### config.mk
export PLATFORM = sky130hd
export DESIGN_NAME = bcd_conv_arbiter
export DESIGN_NICKNAME = d
export VERILOG_FILES = /design/src/rtl/bcd_pkg.sv /design/src/rtl/bcd_dd_core.sv /design/src/rtl/bcd_conv_arbiter.sv
export SDC_FILE = /design/constraint.sdc
export NUM_CORES = 1
export LEC_CHECK = 0
export ABC_AREA = 1
export CORE_ASPECT_RATIO = 1.2
export CORE_MARGIN = 2
export CORE_UTILIZATION = 34
export DETAILED_ROUTE_END_ITERATION = 16
export GPL_ROUTABILITY_DRIVEN = 0
export RECOVER_POWER = 100
export SYNTH_ARGS = -nofsm -noshare
export SYNTH_HDL_FRONTEND = slang
export SYNTH_SLANG_ARGS = --single-unit
export TNS_END_PERCENT = 10
### constraint.sdc
create_clock -name clk -period 6.9 [get_ports clk]
set_clock_uncertainty 0.1 [all_clocks]
set_input_delay 1.38 -clock clk [delete_from_list [all_inputs] [get_ports clk]]
set_output_delay 1.38 -clock clk [all_outputs]
set_load 0.02 [all_outputs]
### src/rtl/bcd_pkg.sv
// Shared constants and FSM state type for the
// shared binary-to-BCD converter.
package bcd_pkg;

  localparam int SAT_MAX  = 9999;
  localparam int BCD_W    = 16;
  localparam int DD_STEPS = 16;

  typedef enum logic [1:0] {
    IDLE,
    SHIFT,
    DONE
  } state_e;

endpackage

### src/rtl/bcd_dd_core.sv
// Iterative double-dabble datapath: one add-3 and
// shift step per cycle over a 16-bit binary value.
module bcd_dd_core
  import bcd_pkg::*;
(
  input  logic             clk,
  input  logic             rst,
  input  logic             load,
  input  logic [BCD_W-1:0] din,
  input  logic             step,
  output logic [BCD_W-1:0] bcd
);

  logic [BCD_W-1:0] bin_q;
  logic [BCD_W-1:0] bcd_q;
  logic [BCD_W-1:0] adj;

  // Add 3 to every digit that would overflow past 9 after the shift
  always_comb begin
    adj = bcd_q;
    for (int k = 0; k < 4; k++) begin
      if (bcd_q[4*k +: 4] >= 4'd5) begin
        adj[4*k +: 4] = bcd_q[4*k +: 4] + 4'd3;
      end
    end
  end

  // Load clears the digits; each step shifts {bcd,bin} left by one
  always_ff @(posedge clk) begin
    if (rst) begin
      bin_q <= '0;
      bcd_q <= '0;
    end else if (load) begin
      bin_q <= din;
      bcd_q <= '0;
    end else if (step) begin
      {bcd_q, bin_q} <= {adj[BCD_W-2:0], bin_q, 1'b0};
    end
  end

  assign bcd = bcd_q;

endmodule

### src/rtl/bcd_conv_arbiter.sv
// Round-robin front end sharing one double-dabble
// converter; returns one tagged BCD result per grant.
module bcd_conv_arbiter #(
  parameter  int N_REQ   = 4,
  parameter  int BIN_W   = 16,
  parameter  int SAT_MAX = bcd_pkg::SAT_MAX,
  localparam int ID_W    = $clog2(N_REQ)
) (
  input  logic               clk,
  input  logic               rst,
  input  logic [N_REQ-1:0]   req,
  input  logic [N_REQ*BIN_W-1:0] bin,
  output logic [N_REQ-1:0]   gnt,
  output logic               busy,
  output logic               done,
  output logic [ID_W-1:0]    done_id,
  output logic [15:0]        bcd
);

  import bcd_pkg::*;

  state_e            state_q;
  logic [ID_W-1:0]   ptr_q;
  logic [ID_W-1:0]   win_q;
  logic [3:0]        cnt_q;
  logic [N_REQ-1:0]  gnt_q;
  logic              busy_q;
  logic              done_q;
  logic [ID_W-1:0]   done_id_q;
  logic [BCD_W-1:0]  bcd_q;

  logic [ID_W-1:0]   win_d;
  logic [ID_W-1:0]   ptr_d;
  logic [ID_W:0]     idx;
  logic              found;
  logic [BIN_W-1:0]  sel_bin;
  logic [BIN_W-1:0]  sat_bin;
  logic [BCD_W-1:0]  din;
  logic [BCD_W-1:0]  core_bcd;
  logic              load;
  logic              step;

  // First set request at or above the pointer, wrapping at N_REQ
  always_comb begin
    win_d = '0;
    found = 1'b0;
    idx   = '0;
    for (int i = 0; i < N_REQ; i++) begin
      idx = {1'b0, ptr_q} + (ID_W+1)'(i);
      if (idx >= (ID_W+1)'(N_REQ)) begin
        idx = idx - (ID_W+1)'(N_REQ);
      end
      if (!found && req[idx[ID_W-1:0]]) begin
        found = 1'b1;
        win_d = idx[ID_W-1:0];
      end
    end
  end

  assign ptr_d = (win_d == ID_W'(N_REQ-1)) ?
                 '0 : win_d + ID_W'(1);

  assign sel_bin = bin[win_d*BIN_W +: BIN_W];
  assign sat_bin = (sel_bin > BIN_W'(SAT_MAX)) ?
                   BIN_W'(SAT_MAX) : sel_bin;
  assign din     = BCD_W'(sat_bin);

  assign load = (state_q == IDLE) && !busy_q && (|req);
  assign step = (state_q == SHIFT);

  bcd_dd_core u_core (
    .clk  (clk),
    .rst  (rst),
    .load (load),
    .din  (din),
    .step (step),
    .bcd  (core_bcd)
  );

  // Control FSM; busy drops one cycle after done, which
  // keeps the grant-to-grant spacing at 19 cycles
  always_ff @(posedge clk) begin
    if (rst) begin
      state_q   <= IDLE;
      ptr_q     <= '0;
      win_q     <= '0;
      cnt_q     <= '0;
      gnt_q     <= '0;
      busy_q    <= 1'b0;
      done_q    <= 1'b0;
      done_id_q <= '0;
      bcd_q     <= '0;
    end else begin
      gnt_q  <= '0;
      done_q <= 1'b0;
      unique case (state_q)
        IDLE: begin
          if (busy_q) begin
            busy_q <= 1'b0;
          end else if (|req) begin
            gnt_q   <= N_REQ'(1) << win_d;
            busy_q  <= 1'b1;
            win_q   <= win_d;
            ptr_q   <= ptr_d;
            cnt_q   <= '0;
            state_q <= SHIFT;
          end
        end
        SHIFT: begin
          cnt_q <= cnt_q + 4'd1;
          if (cnt_q == 4'(DD_STEPS-1)) begin
            state_q <= DONE;
          end
        end
        DONE: begin
          done_q    <= 1'b1;
          done_id_q <= win_q;
          bcd_q     <= core_bcd;
          state_q   <= IDLE;
        end
        default: state_q <= IDLE;
      endcase
    end
  end

  assign gnt     = gnt_q;
  assign busy    = busy_q;
  assign done    = done_q;
  assign done_id = done_id_q;
  assign bcd     = bcd_q;

endmodule

## Word-level counts from Yosys, hierarchy flattened

Index checks and enable logic that the tools add are counted.

- Add/subtract/negate cells: 13
- Order comparisons: 13
- Equal/unequal tests: 7
- Shifts and indexed selects: 2
- Multiplexer cells: 37
- Bitwise logic cells: 3
- Reduce and logical (&&, ||, !) cells: 18

Operators by type and width:

| cell | number |
|---|---|
| indexed part select 64 x 7 -> 16 bit | 1 |
| two-way mux 16 bit | 3 |
| two-way mux 2 bit | 12 |
| two-way mux 4 bit | 5 |
| >= comparator 4 x 3 -> 1 bit, second input constant | 4 |
| greater-than comparator 16 x 14 -> 1 bit, second input constant | 1 |
| adder 4 x 2 -> 4 bit, second input constant | 3 |
| less-than comparator 2 x 3 -> 1 bit, second input constant | 4 |
| two-way mux 1 bit | 10 |
| >= comparator 3 bit, second input constant | 3 |
| AND reduction 3 bit | 3 |
| binary-select mux 1 bit (select 2 bit) | 4 |
| one-hot mux 4 bit (2 select lines) | 1 |
| OR reduction 4 bit | 2 |
| subtractor 2 x 1 -> 2 bit, second input constant | 4 |
| adder 2 x 2 -> 3 bit, second input constant | 2 |
| logical AND 1 bit | 5 |
| adder 4 x 1 -> 4 bit, second input constant | 1 |
| == test 2 bit, second input constant | 2 |
| == test 4 bit, second input constant | 1 |
| zero test 1 bit | 4 |
| != test 2 x 1 -> 1 bit, second input constant | 2 |
| one-hot mux 2 bit (2 select lines) | 1 |
| nonzero test 2 bit | 2 |
| other kinds (11) | 13 |

- Flip-flop bits (word level): 66
- Input bits: 70
- Output and inout port bits: 24
- Word-level logic and storage cells: 104

## Depth between registers and ports, before layout

- Depth after elaboration: 18
- Gate-level depth with buffers: 23
- Gate-level depth less buffers: 22

## By module

Synthesis repeated with hierarchy kept, for this count alone.

- Cell total of the unflattened synthesis: 603
- Area total of the unflattened synthesis: 4080.2 µm²

By module, submodules not included:

| module | times used | cells each | area each (µm²) | sequential area each (µm²) |
|---|---|---|---|---|
| bcd_conv_arbiter | 1 | 376 | 2377.3 | 680.7 |
| bcd_dd_core | 1 | 227 | 1702.9 | 640.6 |

## Worst setup path after synthesis

Ideal clock, no wire load.

- Path kind: input-to-reg
- Start: in req[1]
- End: reg u_core.bin_q[0]
- Library setup time: 0.109 ns
- Arrival time: 3.048 ns
- Data required time: 6.691 ns
- Path slack: 3.643 ns
- Cell stages on the path: 19
- Buffers on the path: 1
- Cells stage by stage: inv_1 -> nand2_2 -> nand2_1 -> nand2_1 -> nand2_4 -> nand3_4 -> nor2_8 -> inv_2 -> nand2_4 -> buf_6 -> nand3_2 -> nand2_2 -> nand2_2 -> a21oi_4 -> nand2_2 -> inv_4 -> nand3_2 -> nand2_1 -> inv_1

- Longest elaborated chain between the ends: 16
- Elaborated cells between the ends (all ways): 28
- Those cells by class: order compare: 1; shift: 1; mux: 17; reduce/logical: 9

RTL lines:

| element | RTL line | text |
|---|---|---|
| from (decl) | bcd_conv_arbiter.sv:11 | `input logic [N_REQ-1:0] req,` |
| binary-select mux 1 bit (select 2 bit) | bcd_conv_arbiter.sv:53 | `if (!found && req[idx[ID_W-1:0]]) begin` |
| two-way mux 1 bit (implied by the code) | bcd_conv_arbiter.sv:53 |  |
| two-way mux 1 bit | bcd_conv_arbiter.sv:53 |  |
| zero test 1 bit | bcd_conv_arbiter.sv:53 |  |
| logical AND 1 bit | bcd_conv_arbiter.sv:53 |  |
| two-way mux 1 bit | bcd_conv_arbiter.sv:53 |  |
| zero test 1 bit | bcd_conv_arbiter.sv:53 |  |
| logical AND 1 bit | bcd_conv_arbiter.sv:53 |  |
| two-way mux 1 bit | bcd_conv_arbiter.sv:53 |  |
| zero test 1 bit | bcd_conv_arbiter.sv:53 |  |
| logical AND 1 bit | bcd_conv_arbiter.sv:53 |  |
| two-way mux 2 bit | bcd_conv_arbiter.sv:53 |  |
| indexed part select 64 x 7 -> 16 bit | bcd_conv_arbiter.sv:63 | `assign sel_bin = bin[win_d*BIN_W +: BIN_W];` |
| greater-than comparator 16 x 14 -> 1 bit | bcd_conv_arbiter.sv:64 | `assign sat_bin = (sel_bin > BIN_W'(SAT_MAX)) ?` |
| two-way mux 16 bit | bcd_conv_arbiter.sv:64 |  |
| two-way mux 16 bit | bcd_dd_core.sv:33 | `end else if (load) begin` |
| to (signal assigned) | bcd_dd_core.sv:34 | `bin_q <= din;` |
| to (signal assigned) | bcd_dd_core.sv:37 | `{bcd_q, bin_q} <= {adj[BCD_W-2:0], bin_q, 1'b0};` |
| to (decl) | bcd_dd_core.sv:14 | `logic [BCD_W-1:0] bin_q;` |

Parallel ways exist; a longest one is shown, timed or not. The select of a mux whose other input is x is not followed.
A chain may end at the register's enable or synchronous reset.

## Worst setup path after layout

- Start: in req[2]
- End: reg u_core.bin_q[1]

The elaborated chain is that of the path after synthesis.

==> results.md <==
* Status: finished clean
* YS warnings at 0
* Final Cycle Share at 0.778
* RSZ-0062 raised after global routing: false
* Largest net degree at the start of global routing at 36
* Num CTS Buffers at 9
* Worst slew margin at 0.189
* Die height at 122 µm
* Avg Synthesized Cell Area at around 7 µm²
* Via count at 3934
* Seq/Total Area, Yosys at 0.335
* Vias per cell at approximately 4.8
* CTS tree: yes
* CP Class: input pin to register
* Vias in the first global route at 3686
* Routed WL at 10300 µm
* Ant. Diodes at 0
* Placement row count at 43
* Die ar. at 12500 µm²
* Hold Path Class: register to register
* Final Power at 1.97 mW
* I/O Pins at 94
* Final Non-Filler Cells at 820
* Iter 0 DRT Violations at about 160
* Leakage at 2.32 nW
* Seq cells post-synth at 66
* Htree depth at 3
* GRT Overall Usage at 0.175
* Layout cell share with drive strength beyond 1 at 0.0920
* Max Slew Vio Count at 0
* Cells after synthesis at 580
* Final hold viol count at 0
* Most used DFF post-synth: dfxtp_1
* Root Buffer: clkbuf_16
* Pwr dens at 377 nW/µm²
* Worst-case clock buffer depth at 2
* Worst-path fanout max at 35
* Post-DP HPWL at 7820 µm
* Final Cell Area at about 5200 µm²
* Fraction of registers with async set/reset at 0
* Detail Route met3 WL at 566 µm
* Synthesized area at between 3000 and 4000 µm²
* Max Cap Violations at 0
* Least-Margin Pin Slew at 1.21 ns
* Core area at 11500 µm²
* Unique cell type count in the Yosys netlist at 40
* Area grow syn2layout at 32.3%
* Antenna viol nets, final at 0
* Hold Buf Count CTS at 0
* Worst skew pair latency at between 0.3 and 0.4 ns
* Top area cells in the synthesized netlist: dfxtp_1, nand2_1, nor2_1, nand3_1, o21ai_0
* Layout Nets at 737
* Hold WS at 0.356 ns
* Element type at the critical path start: input pin
* Initial core utilization at 0.344
* Top layer in use: met4
* Final setup vio count at 0
* WL/cell at 12.5 µm
* CTS Sinks at between 60 and 70
* Required time of the worst setup path at 6.98 ns
* Post-synth EDFFs at 0
* Clock-pin slew on the worst setup and hold paths at about 0.050 ns
* Cell count after placement at ~800
* Pre-antenna DRT Iters at 5
* Crit end category: register
* Placed Area at 4930 µm²
* CP arrival at 5.44 ns
* Die X at 102 µm
* Syn Nets at 659
* Wl on met1 at 4440 µm
* Global-route wire length before repair at 17400 µm
* Maximum VDD drop at 0.139 mV
* Area leader, netlist: dfxtp_1
* GRT Residual Overflow at 0
* Fin Setup TNS at 0 ns
* Post-route minimum period at between 5 and 6 ns
* Initial antenna violation count at 0
* Drt drc at 0
* Area share of the largest cell type after synthesis at 0.335
* Post-CTS Resized at 0
* Met2 Routed Length at around 5100 µm
* Post-CTS Setup Bufs at 0
* Fmax at 0.186 GHz
* Port bufs at 93
-- sequential cells by signal, indices dropped and copies added, names as in the netlist --
| signal | count |
|---|---|
| bcd | 16 |
| u_core.bcd | 16 |
| u_core.bin_q | 16 |
| cnt_q | 4 |
| gnt | 4 |
| done_id | 2 |
| ptr_q | 2 |
| state_q | 2 |
| win_q | 2 |
| busy | 1 |
| done | 1 |
-- final timing paths --
kind                                                      to  cells after the start  slack [ns]                   from
worst max-delay path            u_core.bin_q[1]$_SDFFE_PP0P_                     15        1.53                 req[2]
worst min-delay path                   win_q[1]$_SDFFE_PP0P_                      2        0.36  win_q[1]$_SDFFE_PP0P_
worst max register to register  u_core.bin_q[1]$_SDFFE_PP0P_                     15        2.30  ptr_q[0]$_SDFFE_PP0P_
worst min register to register         win_q[1]$_SDFFE_PP0P_                      2        0.36  win_q[1]$_SDFFE_PP0P_
-- cell families (layout without fill, tap and decap cells) --
group                      after synthesis  in the layout  synth area share
AOI/OAI and AO/OA                      109            109             0.159
xor gates and xnor gates                 7              7            0.0155
adders and majority gates                9              9            0.0286
buffers and inverters                   86            169            0.0939
DFF                                     66             66             0.335
and+or+nand+nor                        303            303             0.368
-- cell usage in the layout, fill, tap and decap left out, types with 4 or more instances in the layout --
| cell | count |
|---|---|
| nand2_2 | 19 |
| nor3_1 | 7 |
| dfxtp_1 | 66 |
| inv_1 | 53 |
| clkdlybuf4s50_1 | 67 |
| clkbuf_16 | 9 |
| a22oi_1 | 4 |
| a21oi_1 | 36 |
| nor2_1 | 84 |
| nand3b_1 | 4 |
| nand3_2 | 4 |
| ha_1 | 9 |
| inv_2 | 4 |
| nand2_1 | 110 |
| dlygate4sd3_1 | 26 |
| nand3_1 | 59 |
| xor2_1 | 7 |
| o211ai_1 | 7 |
| o21ai_0 | 52 |
-- area by class of cell --
cell class,instances,area [µm²]
clock buffers,12,256
clock inverters,4,73.8
fillers,1148,6240
inverters,59,223
multi-input cells,428,2210
flip-flops and latches,66,1320
well taps,157,196
repair buffers,94,938
-- where the power goes --
part	total (mW)	internal [mW]	switching, mW
Sequential	0.466	0.428	0.0383
Combinational	1.00	0.323	0.679
Clock	0.498	0.336	0.162
-- per-stage QoR --
stage / setup slack, ns / util
finish: 1.53 / 0.455
global route: 1.02 / 0.455
CTS: 2.40 / 0.459
detailed placement: 2.05 / 0.430
global placement: 2.19 / 0.430
floorplan: 3.64 / -
-- critical path, cell delays in order --
cell and delay (ns):
dlygate4sd3_1 0.56, inv_1 0.10, nand2_1 0.08, nand3_1 0.08, nand2_1 0.08, nor2_1 0.25
nand4_4 0.36, nand2_1 0.93, clkinv_1 0.60, o21ai_0 0.48, o22ai_1 0.13, nor2_1 0.11
nand3_1 0.12, nand2_1 0.11, a21oi_1 0.07
-- layer usage --
metal,up-vias,global-route usage
li1,2043,-
met1,1765,0.203
met2,112,0.309
met3,14,0.0488
met4,0,0.0517
met5,-,0
-- Yosys cell counts, types with 2 or more instances --
master    number
a21oi_1       31
a21oi_2        5
a22oi_1        4
buf_2          6
buf_6          5
clkbuf_1      15
dfxtp_1       66
ha_1           9
inv_1         53
inv_2          4
nand2_1      108
nand2_2       20
nand2_4        4
nand3_1       59
nand3_2        4
nand3_4        2
nand3b_1       4
nor2_1        83
nor2_2         3
nor2_4         2
nor2_8         2
nor3_1         7
o211ai_1       7
o21ai_0       52
o22ai_1        2
or2_2          3
xor2_1         7
Power figures use the tool's default switching activity.
